[config.mk]
export PLATFORM = sky130hd
export DESIGN_NAME = pll_lock_sequencer
export DESIGN_NICKNAME = d
export VERILOG_FILES = /design/src/rtl/pll_lock_sequencer.sv
export SDC_FILE = /design/constraint.sdc
export NUM_CORES = 1
export LEC_CHECK = 0
export ABC_AREA = 1
export CAP_MARGIN = 10
export CORE_MARGIN = 3
export CORE_UTILIZATION = 49
export DETAILED_ROUTE_END_ITERATION = 6
export PLACE_DENSITY = 0.71
export SLEW_MARGIN = 15
export SYNTH_ARGS = -nofsm -noshare
export SYNTH_HDL_FRONTEND = slang
export SYNTH_SLANG_ARGS = --single-unit
[constraint.sdc]
create_clock -name clk -period 2.39 [get_ports clk]
set_input_delay 0.3585 -clock clk [delete_from_list [all_inputs] [get_ports clk]]
set_output_delay 0.3585 -clock clk [all_outputs]
set_load 0.005 [all_outputs]
[src/rtl/pll_lock_sequencer.sv]
// pll_lock_sequencer: PLL reset/lock bring-up with bounded retries, lock-loss recovery
// and glitch-safe dynamic phase stepping gated by a settle window.
module pll_lock_sequencer #(
  parameter int RST_CYCLES = 16,
  parameter int TIMEOUT_CYCLES = 27000,
  parameter int STABLE_CYCLES = 2700,
  parameter int SETTLE_CYCLES = 64,
  parameter int MAX_RETRY = 3,
  parameter logic [3:0] PSDA_DEFAULT = 4'b0100
) (
  input  logic       clk,
  input  logic       resetn,
  input  logic       pll_lock,
  output logic       pll_reset,
  output logic [3:0] pll_psda,
  input  logic       phase_req,
  input  logic [3:0] phase_val,
  output logic       phase_ack,
  output logic       sys_resetn,
  output logic       locked,
  output logic       fault,
  output logic [1:0] retry_count
);
  localparam int M1 = RST_CYCLES > TIMEOUT_CYCLES ? RST_CYCLES : TIMEOUT_CYCLES;
  localparam int M2 = M1 > STABLE_CYCLES ? M1 : STABLE_CYCLES;
  localparam int MAXC = M2 > SETTLE_CYCLES ? M2 : SETTLE_CYCLES;
  localparam int CW = $clog2(MAXC + 1);
  typedef enum logic [2:0] {RST_PLL, WAIT_LOCK, STABLE, RUN, SETTLE, FAULT} state_t;
  state_t state, nxt;
  logic [CW-1:0] cnt, cnt_nxt;
  logic [1:0] retry_nxt;
  logic [3:0] psda_nxt;
  logic armed, armed_nxt, ack_nxt, lock_meta, lock;
  always_ff @(posedge clk or negedge resetn)
    if (!resetn) begin
      lock_meta <= 1'b0;
      lock <= 1'b0;
    end else begin
      lock_meta <= pll_lock;
      lock <= lock_meta;
    end
  always_comb begin
    nxt = state;
    cnt_nxt = cnt + CW'(1);
    retry_nxt = retry_count;
    psda_nxt = pll_psda;
    armed_nxt = armed | ~phase_req;
    ack_nxt = 1'b0;
    case (state)
      RST_PLL:
        if (cnt == CW'(RST_CYCLES - 1)) begin
          nxt = WAIT_LOCK;
          cnt_nxt = '0;
        end
      WAIT_LOCK:
        if (lock) begin
          nxt = STABLE;
          cnt_nxt = '0;
        end else if (cnt == CW'(TIMEOUT_CYCLES - 1)) begin
          retry_nxt = retry_count + 2'd1;
          nxt = (retry_nxt == 2'(MAX_RETRY)) ? FAULT : RST_PLL;
          cnt_nxt = '0;
        end
      STABLE:
        if (!lock) begin
          nxt = WAIT_LOCK;
          cnt_nxt = '0;
        end else if (cnt == CW'(STABLE_CYCLES - 1)) begin
          nxt = RUN;
          cnt_nxt = '0;
          retry_nxt = 2'd0;
        end
      RUN: begin
        cnt_nxt = '0;
        if (!lock) nxt = RST_PLL;
        else if (phase_req && armed) begin
          nxt = SETTLE;
          psda_nxt = phase_val;
          armed_nxt = 1'b0;
        end
      end
      SETTLE:
        if (!lock) begin
          nxt = RST_PLL;
          cnt_nxt = '0;
        end else if (cnt == CW'(SETTLE_CYCLES - 1)) begin
          nxt = RUN;
          cnt_nxt = '0;
          ack_nxt = 1'b1;
        end
      FAULT: cnt_nxt = '0;
      default: begin
        nxt = RST_PLL;
        cnt_nxt = '0;
      end
    endcase
  end
  // Outputs are registered from the next state so they are glitch-free and track state exactly.
  always_ff @(posedge clk or negedge resetn)
    if (!resetn) begin
      state <= RST_PLL;
      cnt <= '0;
      retry_count <= 2'd0;
      pll_psda <= PSDA_DEFAULT;
      armed <= 1'b0;
      phase_ack <= 1'b0;
      pll_reset <= 1'b1;
      sys_resetn <= 1'b0;
      locked <= 1'b0;
      fault <= 1'b0;
    end else begin
      state <= nxt;
      cnt <= cnt_nxt;
      retry_count <= retry_nxt;
      pll_psda <= psda_nxt;
      armed <= armed_nxt;
      phase_ack <= ack_nxt;
      pll_reset <= (nxt == RST_PLL) || (nxt == FAULT);
      sys_resetn <= (nxt == RUN) || (nxt == SETTLE);
      locked <= (nxt == RUN);
      fault <= (nxt == FAULT);
    end
endmodule

==> results of run 1 <==
## path summary, 6_finish.rpt
kind	startpoint	endpoint	slack (ns)	cells after the start
worst min register to register	lock_meta	lock	0.36	0
max in group asynchronous	resetn	pll_psda[2]	1.67	2
min in group asynchronous	resetn	cnt[13]	0.40	2
worst max-delay path	cnt[0]	cnt[6]	0.65	8
worst min-delay path	lock_meta	lock	0.36	0
worst max register to register	cnt[0]	cnt[6]	0.65	8
## sequential cells by signal (all words and copies together), names as in the netlist
register / count
state: 3
fault: 1
sys_resetn: 1
pll_reset: 1
lock: 1
cnt: 15
armed: 1
locked: 1
phase_ack: 1
pll_psda: 4
lock_meta: 1
retry_count: 2
## final cells by class
class / instances / area share
multi-input cells: 160 / 0.400
flip-flops and latches: 32 / 0.398
repair buffers: 19 / 0.0929
inverters: 27 / 0.0502
clock buffers: 7 / 0.0322
well taps: 44 / 0.0273
## layer usage
layer,wire (µm),global-route usage
met1,1600,0.229
met2,1410,0.290
met3,183,0.0581
met4,59,0.0777
met5,0,0
## report_power, final
| group | internal, µW | leakage, µW | switching, µW |
|---|---|---|---|
| logic | 11.4 | 0.000452 | 12.9 |
| clock network | 166 | 0.0000374 | 170 |
| registers | 543 | 0.000415 | 1.15 |
| total | 721 | 0.000904 | 184 |
## through the flow
step                power (µW)  cells
floorplan                  556    221
global placement           580    282
detailed placement         580    282
CTS                        918    289
global route               950    289
finish                     904    289
## logic make-up after synthesis
group,after synthesis,share of synthesized area
flops,32,0.463
buf+inv,29,0.0714
simple gates,135,0.355
xor+xnor,5,0.0253
compound gates,14,0.0447
mux,4,0.0260
fa+ha+maj,2,0.0144
## Yosys cell counts
| master | instances |
|---|---|
| nor3b_1 | 3 |
| mux2_2 | 4 |
| nor2_4 | 1 |
| nor3_1 | 5 |
| inv_1 | 25 |
| nand2_1 | 52 |
| o21ai_0 | 8 |
| xor2_1 | 5 |
| or2_2 | 2 |
| o211ai_1 | 1 |
| nand3b_1 | 3 |
| buf_6 | 2 |
| o31ai_1 | 1 |
| ha_1 | 2 |
| a21oi_1 | 2 |
| dfrtp_1 | 30 |
| a21o_1 | 1 |
| dfstp_2 | 2 |
| nor2_2 | 7 |
| nand3_1 | 24 |
| inv_2 | 2 |
| nor2_1 | 33 |
| nand4_1 | 3 |
| o21ai_1 | 1 |
| nand3_2 | 2 |
## worst max-delay path: cells and delay by family, from the launching register on
| family | cells | cell delay (ns) |
|---|---|---|
| flops | 1 | 0.38 |
| simple gates | 7 | 0.99 |
| fa+ha+maj | 1 | 0.25 |
==> flow_metrics.tcl, run 1 <==
set metrics [dict create \
    crit_top_cell "nand2_1" \
    yosysTopAreaCellShare 0.433 \
    whs_ns 0.363 \
    yosys.area.top_type "dfrtp_1" \
    grt_pass1_vias 1362 \
    ys_top_cells_by_area "dfrtp_1 (43%), nand2_1 (11%), nor2_1 (7.1%), nand3_1 (6.9%), inv_1 (5.4%)" \
    cts_tree "yes" \
    multi_input_area_um2 807 \
    fin_skew_ns 0.00772 \
    hold_buffers 0 \
    setup_ws_ns 0.653 \
    fin_util 0.630 \
    max-vdd-ir-drop_mv 0.365 \
    finalNetCount 255 \
    die_area_um2 4290 \
    startpoint_type "register" \
    critPathKind "register to register" \
    port_buffers 18 \
    cp.arrival_ns 1.95 \
    min_period_ns 1.74 \
    die_h_um 65.5 \
    syn_area_um2 1730 \
    grt_overflow 0 \
    routedWlPerCell_um 11.3 \
    holdCritPathClass "register to register" \
    worstPathMaxFanout 15 \
    crit_slowest_cell "dfrtp_1" \
    syn_avg_cell_area_um2 7.85 \
    tns_ns 0 \
    synth_cell_types 25 \
    antenna_found_initial 0 \
    critPathMaxStageDelay_ns 0.38 \
    synth_nets 231 \
    initial_core_util 0.541 \
    ys.warnings.count 0 \
    p_leak_uw 0.000904 \
    regArea_um2 803 \
    clk_pin_slew_ns 0.09 \
    syn_inst 221 \
    pre_cts_slack_ns 0.648 \
    rsz0062_at_grt "false" \
    gp_congestion 0.869 \
    antenna_left 0 \
    finalInstanceArea_um2 2020 \
    final_hold_viol_count 0 \
    drt-pass1-iter-count 4 \
    p_per_area_nw_per_um2 448 \
    die_w_um 65.5 \
    io_pins 19 \
    grt_max_degree 33 \
    end_kind "register" \
    viasPerCell 5.00 \
    antenna_cells 0 \
    post-route-period-util 0.727 \
    post-cts-setup-buffer-count 0 \
    cts.sinks 32 \
    final_max_slew_viol_count 0 \
    cts_buffer_depth 2 \
    max-cap-violations 0 \
    wl_mm 3.26 \
    slew_headroom 0.676 \
    synth-seq-cells 32 \
    core_area_um2 3200 \
    placed_area_um2 1950 \
    synth_seq_area_share 0.463 \
    h-tree-depth 2 \
    numCtsBuffers 5 \
    syn2layout_area_growth_pct 16.5 \
    clock_tree.root_cell "clkbuf_4" \
    tightestPinTransition_ns 0.482 \
    layout_commonest_cell "nand2_1" \
    grt_pass1_wl_mm 5.89 \
    drc 0 \
    cp_cell_sequence "ha_1, nand3_2, nor2_2, nand2_1, nand2_1, nand2_1, nor2_4, nor3b_1" \
    post_cts_resized 0 \
    insertion_delay_ns 0.33 \
    via_count 1446 \
    layout-drive-gt1-share 0.114 \
    final_cell_mix "nand2_1 (52), nor2_1 (33), dfrtp_1 (30)" \
    hpwl_mm 2.53 \
    drtIter0Drc 73 \
    status "completed" \
    num_rows 20 \
    cp.required_ns 2.60 \
    grtUsageTotal 0.183 \
    fmax_mhz 576 \
    fillers 325 \
    setup_viol 0 \
]
(Power assumes the default switching activity.)
==> inputs of run 2 (changes only) <==
==> constraint.sdc (replaced) <==
create_clock -name clk -period 1.6 [get_ports clk]
set_input_delay 0.24 -clock clk [delete_from_list [all_inputs] [get_ports clk]]
set_output_delay 0.24 -clock clk [all_outputs]
set_load 0.005 [all_outputs]
==> run 2 against run 1 <==
The run now ends with setup timing left. Clock skew down 0.0035 ns. Cell count up 9.3%. Combinational power up 64%. Critical path depth up 3. Sequential power up 49%. Cell area up 20%. Global-route usage up 1.8 points. Register-to-register slack worse by 0.68 ns. Worst hold slack worse by 0.086 ns. Largest cell class unchanged. Largest power group unchanged.
==> flow_metrics.tcl, run 2 (synthesis gave the netlist of run 1 again) <==
set metrics [dict create \
    status "complete, but fails checks" \
    violations "setup timing" \
    hpwl_mm 2.68 \
    p_leak_uw 0.00107 \
    cp.required_ns 1.83 \
    grt_overflow 0 \
    io_pins 19 \
    drtIter0Drc 110 \
    grtUsageTotal 0.201 \
    initial_core_util 0.541 \
    holdCritPathClass "input port to async pin" \
    end_kind "register" \
    max-cap-violations 0 \
    total_power_uw 1340 \
    via_count 1607 \
    fmax_mhz 614 \
    post-route-period-util 1.02 \
    top_register "cnt" \
    switching_power_uw 299 \
    grt_pass1_wl_mm 6.47 \
    internal-power_uw 1040 \
    die_area_um2 4290 \
    finalNetCount 281 \
    reg.largest.list "cnt x15, pll_psda x4, state x3" \
    die_w_um 65.5 \
    drc 0 \
    viasPerCell 5.09 \
    wl_mm 4.24 \
    antenna_found_initial 0 \
    startpoint_type "register" \
    crit_slowest_cell "dfrtp_1" \
    hold_buffers 0 \
    clock_tree.root_cell "clkbuf_4" \
    drt-pass1-iter-count 4 \
    cp_cell_sequence "ha_4, nand2_2, inv_2, nand2_1, nor2_2, nand2_2, nand2_2, nand2_2, nor2_4, clkbuf_16, nor2_1" \
    cp.arrival_ns 1.86 \
    slew_headroom 0.739 \
    die_h_um 65.5 \
    cts.sinks 32 \
    p_per_area_nw_per_um2 554 \
    layout_commonest_cell "nand2_1" \
    largest_register_ffs 15 \
    combinationalPowerShare 0.030 \
    h-tree-depth 2 \
    numCtsBuffers 5 \
    port_buffers 18 \
    whs_ns 0.277 \
    clk_pin_slew_ns 0.10 \
    reg2reg_depth 11 \
    p_sw_frac 0.224 \
    num_rows 20 \
    crit_top_cell "nand2_2" \
    final_cell_mix "nand2_1 (40), dfrtp_1 (29), inv_1 (24), nor2_1 (24), buf_4 (24)" \
    syn2layout_area_growth_pct 39.2 \
    gp_congestion 0.819 \
    cts_tree "yes" \
    regArea_um2 805 \
    layout-drive-gt1-share 0.331 \
    p_clk_frac 0.362 \
    setup_ws_ns -0.0279 \
    critPathKind "register to register" \
    grt_pass1_vias 1468 \
    antenna_left 0 \
    fin_skew_ns 0.00421 \
    multi_input_area_um2 975 \
    cts_buffer_depth 2 \
    final_hold_viol_count 0 \
    grt_max_degree 33 \
    fillers 237 \
    core_area_um2 3200 \
    antenna_cells 0 \
    tightestPinTransition_ns 0.392 \
    worstSetupStartpoint "cnt[1]" \
    final_max_slew_viol_count 0 \
    rsz0062_at_grt "true" \
    critPathMaxStageDelay_ns 0.41 \
    worstPathMaxFanout 7 \
    setup_viol 14 \
    power_frac_seq 0.608 \
    r2r_start "cnt[1]" \
    routedWlPerCell_um 13.4 \
    insertion_delay_ns 0.34 \
    max-vdd-ir-drop_mv 0.390 \
    min_period_ns 1.63 \
]
run 2: cell types whose count changed in the layout (fill, tap and decap cells not counted), moves of 6 or more:
| cell | before | now |
|---|---|---|
| buf_4 | 1 | 24 |
| nand2_1 | 52 | 40 |
| nand2_2 | 0 | 12 |
| nand3_1 | 24 | 18 |
| nor2_1 | 33 | 24 |
| nor2_4 | 1 | 7 |
run 2: worst max-delay path: cells and delay by family, from the launching register on:
kind | cells | cell delay, ns
simple gates | 8 | 0.67
fa+ha+maj | 1 | 0.19
buf+inv | 2 | 0.25
flops | 1 | 0.41
run 2: metal layers:
layer	global-route usage	share of wire
met4	0.109	0.029
met5	0	0
met2	0.292	0.49
met1	0.272	0.44
met3	0.0513	0.049
run 2: power groups by stage:
stage	logic [µW]	registers, µW	clock network (µW)
detailed placement	39.9	828	0
global placement	39.4	828	0
global route	45.2	813	548
finish	39.6	813	485
CTS	40.1	813	500
floorplan	2.66	828	0
run 2: metrics by stage:
stage	TNS, ns	instances	instance area [µm²]	setup WS, ns	util
floorplan	0	221	1730	0.0768	-
global placement	0	299	2090	0.0284	0.654
detailed placement	-0.0673	299	2090	-0.0128	0.654
CTS	0	307	2170	0.00383	0.676
global route	-1.71	316	2410	-0.119	0.754
finish	-0.212	316	2410	-0.0279	0.754
run 2: final timing paths:
path,endpoint,slack [ns]
worst max-delay path,cnt[14],-0.03
worst min-delay path,cnt[12],0.28
worst max register to register,cnt[14],-0.03
worst min register to register,lock,0.36
max in group asynchronous,pll_psda[2],1.00
min in group clk,lock_meta,0.33
run 2: layout make-up:
class / instances / share of cell area
well taps: 44 / 0.0228
clock inverters: 2 / 0.00415
clock buffers: 6 / 0.0213
repair buffers: 45 / 0.172
multi-input cells: 160 / 0.404
flip-flops and latches: 32 / 0.333
inverters: 27 / 0.0430
run 2: repair_timing:
item / CTS / global route
gates cloned: 0 / 1
setup endpoints to repair: 17 / 25
resized for setup: 4 / 48
pin swaps: 0 / 15
setup buffers: 0 / 8
==> inputs of run 3 (changes only) <==
--- a/config.mk
+++ b/config.mk
@@ -7,6 +7,7 @@
 export LEC_CHECK = 0
 export ABC_AREA = 1
 export CAP_MARGIN = 10
+export CORE_ASPECT_RATIO = 1.1
 export CORE_MARGIN = 3
 export CORE_UTILIZATION = 49
 export DETAILED_ROUTE_END_ITERATION = 6
==> run 3 against run 2 <==
The flow still finishes with violations (setup timing). Maximum frequency is 0.50% higher. Clock power up 27%. Utilization is 5.6 points lower. Power increased by 10%. Sequential power about the same. Combinational power increased by 9.1%. Sequential share of layout area increased by 1.1 points. First-iteration DRC count is 55% lower. Die area is essentially flat. Worst setup slack better by 0.0081 ns. Sequential cell count unchanged. Worst hold slack got worse by 0.034 ns. Critical path type unchanged. Critical endpoint is now cnt[2].
==> flow_metrics.tcl, run 3 (synthesis gave the netlist of run 1 again) <==
set metrics [dict create \
    reg.largest.list "cnt x15, pll_psda x4, state x3" \
    drc 0 \
    io_pins 19 \
    via_count 1601 \
    critPathKind "register to register" \
    layout-drive-gt1-share 0.284 \
    setup_viol 3 \
    cp.arrival_ns 1.87 \
    drtIter0Drc 49 \
    regArea_um2 806 \
    clk_pin_slew_ns 0.11 \
    num_rows 22 \
    antenna_left 0 \
    grtUsageTotal 0.180 \
    p_clk_frac 0.419 \
    multi_input_area_um2 901 \
    tns_ns -0.0243 \
    rr_endpoint "cnt[2]" \
    numCtsBuffers 5 \
    final_cell_mix "nand2_1 (44), dfrtp_1 (28), nor2_1 (27)" \
    placed_area_um2 2100 \
    worstPathMaxFanout 7 \
    top_register "cnt" \
    grt_overflow 0 \
    largest_register_ffs 15 \
    insertion_delay_ns 0.35 \
    status "complete, but fails checks" \
    max-cap-violations 0 \
    reg2reg_depth 9 \
    cp.required_ns 1.85 \
    grt_pass1_wl_mm 5.91 \
    r2r_slack_ns -0.02 \
    cts.sinks 32 \
    rsz0062_at_grt "true" \
    p_leak_uw 0.00103 \
    die_h_um 68.4 \
    wl_mm 3.82 \
    port_buffers 18 \
    total_power_uw 1470 \
    die_w_um 62.7 \
    cts_tree "yes" \
    grt_max_degree 33 \
    finalInstanceArea_um2 2340 \
    core_area_um2 3360 \
    gp_congestion 0.869 \
    initial_core_util 0.516 \
    layout_commonest_cell "nand2_1" \
    clock_tree.root_cell "clkbuf_4" \
    max-vdd-ir-drop_mv 0.505 \
    r2r_start "cnt[1]" \
    p_sw_frac 0.214 \
    cts_buffer_depth 2 \
    syn2layout_area_growth_pct 35.0 \
    end_kind "register" \
    finalNetCount 277 \
    final_max_slew_viol_count 0 \
    p_per_area_nw_per_um2 629 \
    power_frac_seq 0.552 \
    routedWlPerCell_um 12.1 \
    final_hold_viol_count 0 \
    viasPerCell 5.07 \
    internal-power_uw 1160 \
    grt_pass1_vias 1422 \
    antenna_found_initial 0 \
    fillers 280 \
    h-tree-depth 2 \
    fin_skew_ns 0.00756 \
    fin_util 0.697 \
    startpoint_type "register" \
    combinationalPowerShare 0.029 \
    drt-pass1-iter-count 4 \
    tightestPinTransition_ns 0.279 \
    fmax_mhz 617 \
    post-route-period-util 1.01 \
    dpl.cell_count 302 \
    setup_ws_ns -0.0198 \
    holdCritPathClass "input port to async pin" \
    final_cells 316 \
    violations "setup timing" \
    antenna_cells 0 \
    min_period_ns 1.62 \
    slew_headroom 0.813 \
    switching_power_uw 315 \
    hpwl_mm 2.59 \
    die_area_um2 4290 \
]
run 3: metal layers:
metal  vias to the layer above  track usage  routed length, µm
met5                         -            0                  0
met4                         0       0.0992                 68
met3                         7       0.0509                184
met2                        37        0.293               1930
met1                       756        0.219               1640
li1                        801            -                  -
run 3: how the worst max path moves through the flow:
| stage | from | to | slack, ns | depth (start not counted) |
|---|---|---|---|---|
| after detailed placement | cnt[0] | cnt[10] | -0.04 | 11 |
| final | cnt[1] | cnt[2] | -0.02 | 9 |
| after global routing | state[1] | cnt[2] | -0.14 | 8 |
| after global placement | cnt[0] | cnt[3] | 0.02 | 11 |
| after floorplan | cnt[0] | cnt[13] | 0.08 | 9 |
| after CTS | cnt[0] | cnt[3] | 0.003 | 11 |
run 3: area by class of cell:
| cell class | count | share of cell area |
|---|---|---|
| multi-input combinational | 160 | 0.385 |
| sequential | 32 | 0.344 |
| timing repair buffer | 41 | 0.168 |
| inverter | 27 | 0.0433 |
| tap | 48 | 0.0257 |
| clock inverter | 3 | 0.0182 |
| clock buffer | 5 | 0.0160 |
run 3: metrics by stage:
stage	hold slack [ns]	setup slack (ns)
floorplan	-0.0556	0.0768
detailed placement	0.337	-0.0366
global route	0.243	-0.140
finish	0.243	-0.0198
global placement	0.333	0.0153
CTS	0.237	0.00344
run 3: critical path, cell delays in order (launching register included):
cell and delay, ns:
dfrtp_1 0.42, ha_4 0.19, nand3_4 0.12, nor2_4 0.13
nand2_1 0.09, nand2_2 0.08, nand2_2 0.07, nor2_4 0.18
clkbuf_16 0.18, nor3_1 0.06
run 3: power groups by stage:
stage               Sequential, µW  Clock (µW)  Combinational [µW]
floorplan                      828           0                2.66
global placement               828           0                43.6
detailed placement             828           0                44.2
CTS                            813         632                44.3
global route                   814         661                48.2
finish                         813         617                43.2
run 3: what timing repair did:
action / CTS / global route
setup endpoints to repair: 19 / 22
pin swaps: 0 / 6
cloned: 0 / 1
gates resized for setup: 4 / 28
hold buffers: 0 / 0
setup buffers: 0 / 5
